[src/rtl/alu_issue_pkg.sv]
// Shared RV32I subset constants and ALU operation codes for the issue stage,
// the ALU and their benches.
package alu_issue_pkg;

  localparam logic [6:0] OPC_OP     = 7'b0110011;
  localparam logic [6:0] OPC_OP_IMM = 7'b0010011;
  localparam logic [6:0] OPC_LOAD   = 7'b0000011;
  localparam logic [6:0] OPC_STORE  = 7'b0100011;
  localparam logic [6:0] OPC_BRANCH = 7'b1100011;
  localparam logic [6:0] OPC_LUI    = 7'b0110111;

  localparam logic [2:0] F3_ADD_SUB = 3'b000;
  localparam logic [2:0] F3_SLL     = 3'b001;
  localparam logic [2:0] F3_XOR     = 3'b100;
  localparam logic [2:0] F3_SRL_SRA = 3'b101;
  localparam logic [2:0] F3_AND     = 3'b111;
  localparam logic [2:0] F3_WORD    = 3'b010;
  localparam logic [2:0] F3_BYTE    = 3'b000;
  localparam logic [2:0] F3_BNE     = 3'b001;

  localparam logic [6:0] F7_BASE = 7'b0000000;
  localparam logic [6:0] F7_ALT  = 7'b0100000;

  localparam logic [1:0] MEM_BYTE = 2'b00;
  localparam logic [1:0] MEM_WORD = 2'b10;

  typedef enum logic [3:0] {
    ALU_ADD = 4'b0000,
    ALU_SUB = 4'b0001,
    ALU_AND = 4'b0010,
    ALU_XOR = 4'b0011,
    ALU_SRA = 4'b0100,
    ALU_SLL = 4'b0101,
    ALU_SRL = 4'b0110,
    ALU_BNE = 4'b0111,
    ALU_LUI = 4'b1000
  } alu_sel_e;

  // One decoded instruction as held by the issue register.
  typedef struct packed {
    logic [31:0] alu_in1;
    logic [31:0] alu_in2;
    alu_sel_e    alu_sel;
    logic [4:0]  rd;
    logic        reg_write;
    logic        mem_read;
    logic        mem_write;
    logic        branch;
    logic [1:0]  mem_size;
    logic [31:0] imm_out;
    logic        illegal;
  } issue_entry_t;

endpackage

[src/rtl/alu_issue_decode.sv]
// Combinational decode of one RV32I instruction word into an issue entry.
// Unsupported encodings produce an all-zero entry with illegal set.
module alu_issue_decode
  import alu_issue_pkg::*;
(
  input  logic [31:0]  instr,
  input  logic [31:0]  rs1_data,
  input  logic [31:0]  rs2_data,
  output issue_entry_t entry
);

  logic [6:0]  opcode;
  logic [2:0]  funct3;
  logic [6:0]  funct7;
  logic [31:0] imm_i;
  logic [31:0] imm_s;
  logic [31:0] imm_b;
  logic [31:0] shamt;
  logic        legal;

  assign opcode = instr[6:0];
  assign funct3 = instr[14:12];
  assign funct7 = instr[31:25];
  assign imm_i  = {{20{instr[31]}}, instr[31:20]};
  assign imm_s  = {{20{instr[31]}}, instr[31:25], instr[11:7]};
  assign imm_b  = {{19{instr[31]}}, instr[31], instr[7], instr[30:25], instr[11:8], 1'b0};
  assign shamt  = {27'd0, instr[24:20]};

  always_comb begin
    // NOTE: every field gets a default before the case so no path can leave
    // one unassigned; a missing default here would infer latches.
    entry = '0;
    legal = 1'b0;
    case (opcode)
      OPC_OP: begin
        entry.alu_in1   = rs1_data;
        entry.alu_in2   = rs2_data;
        entry.reg_write = 1'b1;
        if (funct3 == F3_ADD_SUB && funct7 == F7_BASE) begin
          entry.alu_sel = ALU_ADD;
          legal         = 1'b1;
        end else if (funct3 == F3_ADD_SUB && funct7 == F7_ALT) begin
          entry.alu_sel = ALU_SUB;
          legal         = 1'b1;
        end
      end
      OPC_OP_IMM: begin
        entry.alu_in1   = rs1_data;
        entry.reg_write = 1'b1;
        case (funct3)
          F3_ADD_SUB: begin entry.alu_sel = ALU_ADD; entry.alu_in2 = imm_i; legal = 1'b1; end
          F3_AND:     begin entry.alu_sel = ALU_AND; entry.alu_in2 = imm_i; legal = 1'b1; end
          F3_XOR:     begin entry.alu_sel = ALU_XOR; entry.alu_in2 = imm_i; legal = 1'b1; end
          F3_SLL: begin
            entry.alu_in2 = shamt;
            if (funct7 == F7_BASE) begin
              entry.alu_sel = ALU_SLL;
              legal         = 1'b1;
            end
          end
          F3_SRL_SRA: begin
            entry.alu_in2 = shamt;
            if (funct7 == F7_BASE) begin
              entry.alu_sel = ALU_SRL;
              legal         = 1'b1;
            end else if (funct7 == F7_ALT) begin
              entry.alu_sel = ALU_SRA;
              legal         = 1'b1;
            end
          end
          default: ;
        endcase
      end
      OPC_LOAD: begin
        if (funct3 == F3_WORD) begin
          entry.alu_sel   = ALU_ADD;
          entry.alu_in1   = rs1_data;
          entry.alu_in2   = imm_i;
          entry.mem_read  = 1'b1;
          entry.reg_write = 1'b1;
          entry.mem_size  = MEM_WORD;
          legal           = 1'b1;
        end
      end
      OPC_STORE: begin
        entry.alu_sel   = ALU_ADD;
        entry.alu_in1   = rs1_data;
        entry.alu_in2   = imm_s;
        entry.mem_write = 1'b1;
        entry.imm_out   = imm_s;
        case (funct3)
          F3_WORD: begin entry.mem_size = MEM_WORD; legal = 1'b1; end
          F3_BYTE: begin entry.mem_size = MEM_BYTE; legal = 1'b1; end
          default: ;
        endcase
      end
      OPC_BRANCH: begin
        if (funct3 == F3_BNE) begin
          entry.alu_sel = ALU_BNE;
          entry.alu_in1 = rs1_data;
          entry.alu_in2 = rs2_data;
          entry.branch  = 1'b1;
          entry.imm_out = imm_b;
          legal         = 1'b1;
        end
      end
      OPC_LUI: begin
        entry.alu_sel   = ALU_LUI;
        entry.alu_in2   = {12'd0, instr[31:12]};
        entry.reg_write = 1'b1;
        legal           = 1'b1;
      end
      default: ;
    endcase

    if (!legal) begin
      entry         = '0;
      entry.illegal = 1'b1;
    end
    // A non-writing instruction never names a destination.
    entry.rd = entry.reg_write ? instr[11:7] : 5'd0;
  end

endmodule

[src/rtl/alu_issue_stage.sv]
// Single-entry issue register between decode and the ALU with a
// valid/ready handshake on both sides, flush, and a sticky illegal flag.
module alu_issue_stage
  import alu_issue_pkg::*;
(
  input  logic        clock,
  input  logic        reset_n,
  input  logic        in_valid,
  output logic        in_ready,
  input  logic [31:0] instr,
  input  logic [31:0] rs1_data,
  input  logic [31:0] rs2_data,
  input  logic        flush,
  output logic        out_valid,
  input  logic        out_ready,
  output logic [31:0] alu_in1,
  output logic [31:0] alu_in2,
  output logic [3:0]  alu_sel,
  output logic [4:0]  rd,
  output logic        reg_write,
  output logic        mem_read,
  output logic        mem_write,
  output logic        branch,
  output logic [1:0]  mem_size,
  output logic [31:0] imm_out,
  output logic        illegal,
  output logic        illegal_seen
);

  issue_entry_t dec_entry;
  issue_entry_t held;
  logic         valid_q;
  logic         seen_q;
  logic         fill;

  alu_issue_decode u_decode (
    .instr    (instr),
    .rs1_data (rs1_data),
    .rs2_data (rs2_data),
    .entry    (dec_entry)
  );

  // Ready while empty or while the held entry leaves this cycle.
  assign in_ready = !valid_q || out_ready;
  assign fill     = in_valid && in_ready;

  always_ff @(posedge clock or negedge reset_n) begin
    if (!reset_n) begin
      // NOTE: the held entry is a single register, not a memory, so it is
      // reset with the flags and every output reads 0 during reset.
      valid_q <= 1'b0;
      held    <= '0;
      seen_q  <= 1'b0;
    end else if (flush) begin
      // NOTE: non-blocking assignments throughout, so every update here sees
      // the pre-edge values regardless of statement order.
      valid_q <= 1'b0;
      held    <= '0;
    end else if (fill) begin
      valid_q <= 1'b1;
      held    <= dec_entry;
      if (dec_entry.illegal) seen_q <= 1'b1;
    end else if (out_ready) begin
      valid_q <= 1'b0;
    end
  end

  assign out_valid    = valid_q;
  assign alu_in1      = held.alu_in1;
  assign alu_in2      = held.alu_in2;
  assign alu_sel      = held.alu_sel;
  assign rd           = held.rd;
  assign reg_write    = held.reg_write;
  assign mem_read     = held.mem_read;
  assign mem_write    = held.mem_write;
  assign branch       = held.branch;
  assign mem_size     = held.mem_size;
  assign imm_out      = held.imm_out;
  assign illegal      = held.illegal;
  assign illegal_seen = seen_q;

endmodule
[config.mk]
export PLATFORM = sky130hd
export DESIGN_NAME = alu_issue_stage
export DESIGN_NICKNAME = d
export VERILOG_FILES = /design/src/rtl/alu_issue_pkg.sv /design/src/rtl/alu_issue_decode.sv /design/src/rtl/alu_issue_stage.sv
export SDC_FILE = /design/constraint.sdc
export NUM_CORES = 1
export LEC_CHECK = 0
export CORE_ASPECT_RATIO = 2
export CORE_MARGIN = 3
export CORE_UTILIZATION = 35
export DETAILED_ROUTE_END_ITERATION = 6
export GPL_TIMING_DRIVEN = 0
export PLACE_DENSITY = 0.7
export SYNTH_ARGS = -nofsm -noshare
export SYNTH_HDL_FRONTEND = slang
export SYNTH_HIERARCHICAL = 1
export SYNTH_SLANG_ARGS = --single-unit
[constraint.sdc]
create_clock -name clock -period 1.7 [get_ports clock]
set_clock_uncertainty 0.15 [all_clocks]
set_input_delay 0.255 -clock clock [delete_from_list [all_inputs] [get_ports clock]]
set_output_delay 0.255 -clock clock [all_outputs]
set_load 0.05 [all_outputs]
# Word level (Yosys, flattened, before mapping)
# Index checks and enable logic that the tools add are counted.
[op_classes] n_bitwise=1 muxes=36 div=0 magnitude_cmp=0 n_shift=0 n_mul=0 n_eq_ne=12 reduce_logical=15 n_addsub=0
[ops] cell="112-bit 2-to-1 mux" n=3
[ops] cell="36-bit case mux with 6 select lines" n=1
[ops] cell="36-bit case mux with 5 select lines" n=1
[ops] cell="68-bit 2-to-1 mux" n=2
[ops] cell="32-bit case mux with 3 select lines" n=1
[ops] cell="32-bit case mux with 2 select lines" n=1
[ops] cell="32-bit 2-to-1 mux" n=1
[ops] cell="7-bit by 6-bit == test with 1-bit output (second input constant)" n=4
[ops] cell="1-bit 2-to-1 mux" n=15
[ops] cell="3-bit == test (second input constant)" n=3
[ops] cell="3-bit OR reduction" n=3
[ops] cell="4-bit 2-to-1 mux" n=2
[ops] cell="7-bit by 2-bit == test with 1-bit output (second input constant)" n=1
[ops] cell="7-bit by 5-bit == test with 1-bit output (second input constant)" n=1
[ops] cell="7-bit == test (second input constant)" n=1
[ops] cell="7-bit logical NOT" n=1
[ops] cell="2-bit 2-to-1 mux" n=3
[ops] cell="3-bit 2-to-1 mux" n=2
[ops] cell="1-bit case mux with 6 select lines" n=1
[ops] cell="5-bit 2-to-1 mux" n=1
[ops] cell="2-bit OR reduction" n=2
[ops] cell="3-bit by 1-bit == test with 1-bit output (second input constant)" n=1
[ops] cell="3-bit by 2-bit == test with 1-bit output (second input constant)" n=1
[ops] cell="1-bit logical AND" n=3
[ops] cell="other kinds (9)" n=9
[word_totals] mem_count=0 latch_bits=0 wordCells=77 ramBits=0 romBits=0 reg_bits=114

# Depth between registers and ports, before layout
[depth] depth_word=9 mapped_depth=11 mapped_depth_nobuf=6

# Cells and area by module
# Netlist, hierarchy kept.
[by_module_without_submodules] mod="alu_issue_stage" area_each_um2=4880.9 seq_area_each_um2=2852.7 n_inst=1 cells_each=518
[by_module_without_submodules] mod="alu_issue_decode" area_each_um2=2245.9 seq_area_each_um2=0.0 n_inst=1 cells_each=325

# Least setup slack after synthesis
# No wires, ideal clock.
[synth_path] kind="input to register" start="input instr[14]" end="register held, in the netlist imm_out[31]" arrival_time_ns=2.466 setup_ns=0.078 setup_slack_ns=-0.994 t_required_ns=1.472 n_path_buf=4 stages=10 path_cell_list="clkbuf_2 -> or4b_2 -> inv_1 -> o21ai_1 -> buf_4 -> buf_6 -> a21oi_2 -> buf_4 -> nand3_1 -> a21oi_1"
[synth_lines] element="start: declaration" line_no="alu_issue_stage.sv:10" text="input logic [31:0] instr,"
[synth_lines] element="end signal: assignment" line_no="alu_issue_stage.sv:61" text="held <= dec_entry;"
[synth_lines] element="end: declaration" line_no="alu_issue_stage.sv:31" text="issue_entry_t held;"

==> metrics <==
most used flip-flop cell after synthesis dfrtp_1; setup tns final -28950 ps; vias roughly 8000; # port buffers 210; largest net degree at the start of global routing just under 60; CTS tree yes; Area Growth Syn to Fin 66.2%; area of the die ~0.022 mm^2; RSZ-0062 raised after global routing true; starting density of the core 35.8%; drt total wl a little over 30000 um; Cell Area, Synth 0.00713 mm^2; root buffer cell clkbuf_16; FP Rows between 70 and 80; layout cell share with drive strength beyond 1 43.0%; H-tree lvl count 4; total leakage power roughly 4.3 nW; CP startpoint kind primary input; Core Area between 0.015 and 0.02 mm^2; nets@finish between 1000 and 1500; Post-DRT Antenna Nets 0; peak supply drop around 750 uV; gr ovfl total 0; ys async rst share between 90% and 100%; sequential-to-total area share from yosys stat 40.0%; worst-margin pin slew 708 ps; Max Cap Violations 0; Cells after Synth about 840; dpl hpwl 20900 um; fmax approximately 470 MHz; Unique masters post-synth 53; Die Wd approximately 110 um; vias in the first global route roughly 8000; routed len/inst roughly 21 um; first-pass GRT wire length 45000 um; Multi-input gate area about 0.0042 mm^2; # DRC 0; syn_nets 944; P per Cell Area 623 mW/mm^2; Worst Hold Path Cells 3; CP max FO 5; hold_ws 57.0 ps; Yosys reg bits approximately 110; status complete, but fails checks; clock slew at reported path FFs 60 ps; drt pass-1 iters 5; clock latency on the worst-skew pair ~430 ps; crit path capture type flip-flop; TritonCTS Buffers 17; final setup margin -420 ps; crit share post-route 125%; Post-synth EDFFs 0; Reg area ~0.0029 mm^2; Slew Limit Headroom 52.8%; syn avg cell area 8.45 um^2; Min-Delay Path Class primary input to flip-flop; Iter 0 DRT Violations about 700; final hold vios 0; final count of pins violating max slew 0; initial antenna violation count 1; Critical Path RT about 1900 ps; Worst Setup Path Type primary input to flip-flop; Die H roughly 210 um; Final min period roughly 2100 ps; failing checks negative setup slack; Antenna diodes 0; # fillers around 1800; Synthesis Warnings 6; clk sink count approximately 110; Via density roughly 5.7; total power draw 0.00738 W; Max Root-Sink Buffers 2; final setup violation count 109; Worst R2R Path Depth 5; Ports between 200 and 250; final RePlAce weighted congestion between 0.9 and 1; WP data arrival ~2300 ps; Tot GR Track Use between 20% and 30%
-- kinds of logic after synthesis --
family                    synth area share [%]
and+or+nand+nor                           14.7
AOI/OAI and AO/OA                         34.4
DFF                                       40.0
xor gates and xnor gates                 0.123
other                                   0.0526
buffers and inverters                     10.7
-- flip-flops by register name (all words and copies together) (netlist names), 2 cells and up --
| register | cells |
|---|---|
| alu_sel | 4 |
| alu_in2 | 32 |
| alu_in1 | 32 |
| imm_out | 32 |
| mem_size | 2 |
| rd | 5 |
-- timing repair --
action	CTS	global route
endpoints found under the setup margin	227	137
buffers inserted	37	16
resized for setup	507	137
gates cloned	8	3
pin swaps	65	54
hold buffers	1	0
endpoints found under the hold margin	57	0
-- path summary, 6_finish.rpt --
kind / from / endpoint / slack, ps
worst max-delay path: instr[27] / imm_out[17]$_DFFE_PN0P_ / -420
worst min-delay path: flush / illegal$_DFFE_PN0P_ / 60
worst max register to register: out_valid$_DFFE_PN0P_ / imm_out[12]$_DFFE_PN0P_ / 40
worst min register to register: illegal_seen$_DFFE_PN0P_ / illegal_seen$_DFFE_PN0P_ / 350
max in group asynchronous: reset_n / alu_in2[4]$_DFFE_PN0P_ / 460
min in group asynchronous: reset_n / imm_out[17]$_DFFE_PN0P_ / 230
-- metal layers --
layer | up-vias | global-route usage [%] | share of wire [%]
met2 | 350 | 47.1 | 53
met4 | 2 | 16.5 | 6.6
met5 | - | 0 | 0.036
met1 | 3886 | 27.2 | 35
li1 | 3664 | - | -
met3 | 128 | 4.92 | 5.3
-- per-stage QoR --
step	utilization [%]	std cells	setup WS, ps	area (um^2)
6_report	59.5	1412	-420	11800
5_1_grt	59.5	1412	-486	11800
4_1_cts	57.5	1394	-403	11500
3_5_place_dp	48.5	1316	-1840	9650
3_3_place_gp	48.3	1315	-4350	9620
2_1_floorplan	-	843	-781	7190
-- cell usage in the layout (no fill, tap or decap), types with 3 or more instances in the layout --
| cell | synthesis | layout |
|---|---|---|
| nand2b_1 | 7 | 6 |
| buf_8 | 0 | 12 |
| nor2_1 | 6 | 5 |
| nor4_4 | 1 | 3 |
| buf_12 | 0 | 13 |
| a22oi_1 | 24 | 9 |
| buf_16 | 0 | 6 |
| clkinvlp_4 | 0 | 5 |
| a221oi_1 | 7 | 7 |
| o21ai_2 | 0 | 3 |
| a211oi_4 | 1 | 4 |
| nand2_1 | 23 | 21 |
| dfrtp_1 | 114 | 114 |
| clkdlybuf4s15_1 | 0 | 16 |
| clkbuf_8 | 0 | 5 |
| inv_1 | 11 | 11 |
| bufinv_16 | 0 | 3 |
| nand3_2 | 0 | 23 |
| clkbuf_16 | 0 | 20 |
| clkbuf_2 | 3 | 35 |
| nor3_4 | 0 | 4 |
| a21oi_2 | 50 | 87 |
| clkdlybuf4s15_2 | 0 | 73 |
| buf_6 | 13 | 36 |
| clkbuf_1 | 35 | 24 |
| buf_4 | 23 | 53 |
| buf_2 | 50 | 40 |
| clkinv_2 | 1 | 3 |
| o21ai_0 | 91 | 84 |
| o21ai_1 | 85 | 89 |
| nand3_1 | 123 | 99 |
| a22oi_2 | 0 | 15 |
| nor4_1 | 9 | 8 |
| a21oi_1 | 113 | 67 |
| a32oi_2 | 10 | 12 |
| clkdlybuf4s50_1 | 0 | 80 |
| a21oi_4 | 0 | 10 |
-- synth_stat cells (all sizes together) (2+ instances only) --
| library cell | number | area (um^2) |
|---|---|---|
| nor2b | 3 | 26.3 |
| or3 | 2 | 12.5 |
| nand4bb | 2 | 22.5 |
| o31ai | 2 | 20.0 |
| nand2 | 23 | 86.3 |
| nand3 | 123 | 616 |
| a211oi | 4 | 52.6 |
| nor3 | 6 | 40.0 |
| clkbuf | 38 | 146 |
| a32oi | 13 | 189 |
| nor4 | 11 | 90.1 |
| a221oi | 7 | 61.3 |
| dfrtp | 114 | 2850 |
| inv | 12 | 45.0 |
| nand2b | 7 | 43.8 |
| a21oi | 163 | 1000 |
| o21ai | 176 | 881 |
| a22oi | 24 | 180 |
| a21boi | 2 | 15.0 |
| or2 | 2 | 12.5 |
| buf | 86 | 569 |
| or4b | 2 | 23.8 |
| nor2 | 6 | 22.5 |
-- worst max-delay path: stages --
cell       delay (ps)
buf_12            110
or4_4             590
o31ai_4           200
a311oi_2          140
buf_6             150
buf_12            120
a21oi_4           230
clkbuf_16         200
buf_6              90
nand3_2            60
a21oi_2           150
-- report_power, final --
group          leakage, nW  switching, W  total [W]  internal (W)
clock                0.285       0.00135    0.00373       0.00238
combinational         2.41      0.000560   0.000929      0.000369
sequential            1.59    0.00000346    0.00272       0.00272
-- layout make-up --
type / instances / area share (%)
plain buffers: 124 / 8.46
inverters: 13 / 0.444
clock inverters: 12 / 1.31
clock buffers: 20 / 3.86
multi-input cells: 593 / 35.3
flip-flops and latches: 114 / 24.1
well taps: 262 / 2.77
repair buffers: 274 / 23.7
(Power assumes the default switching activity.)
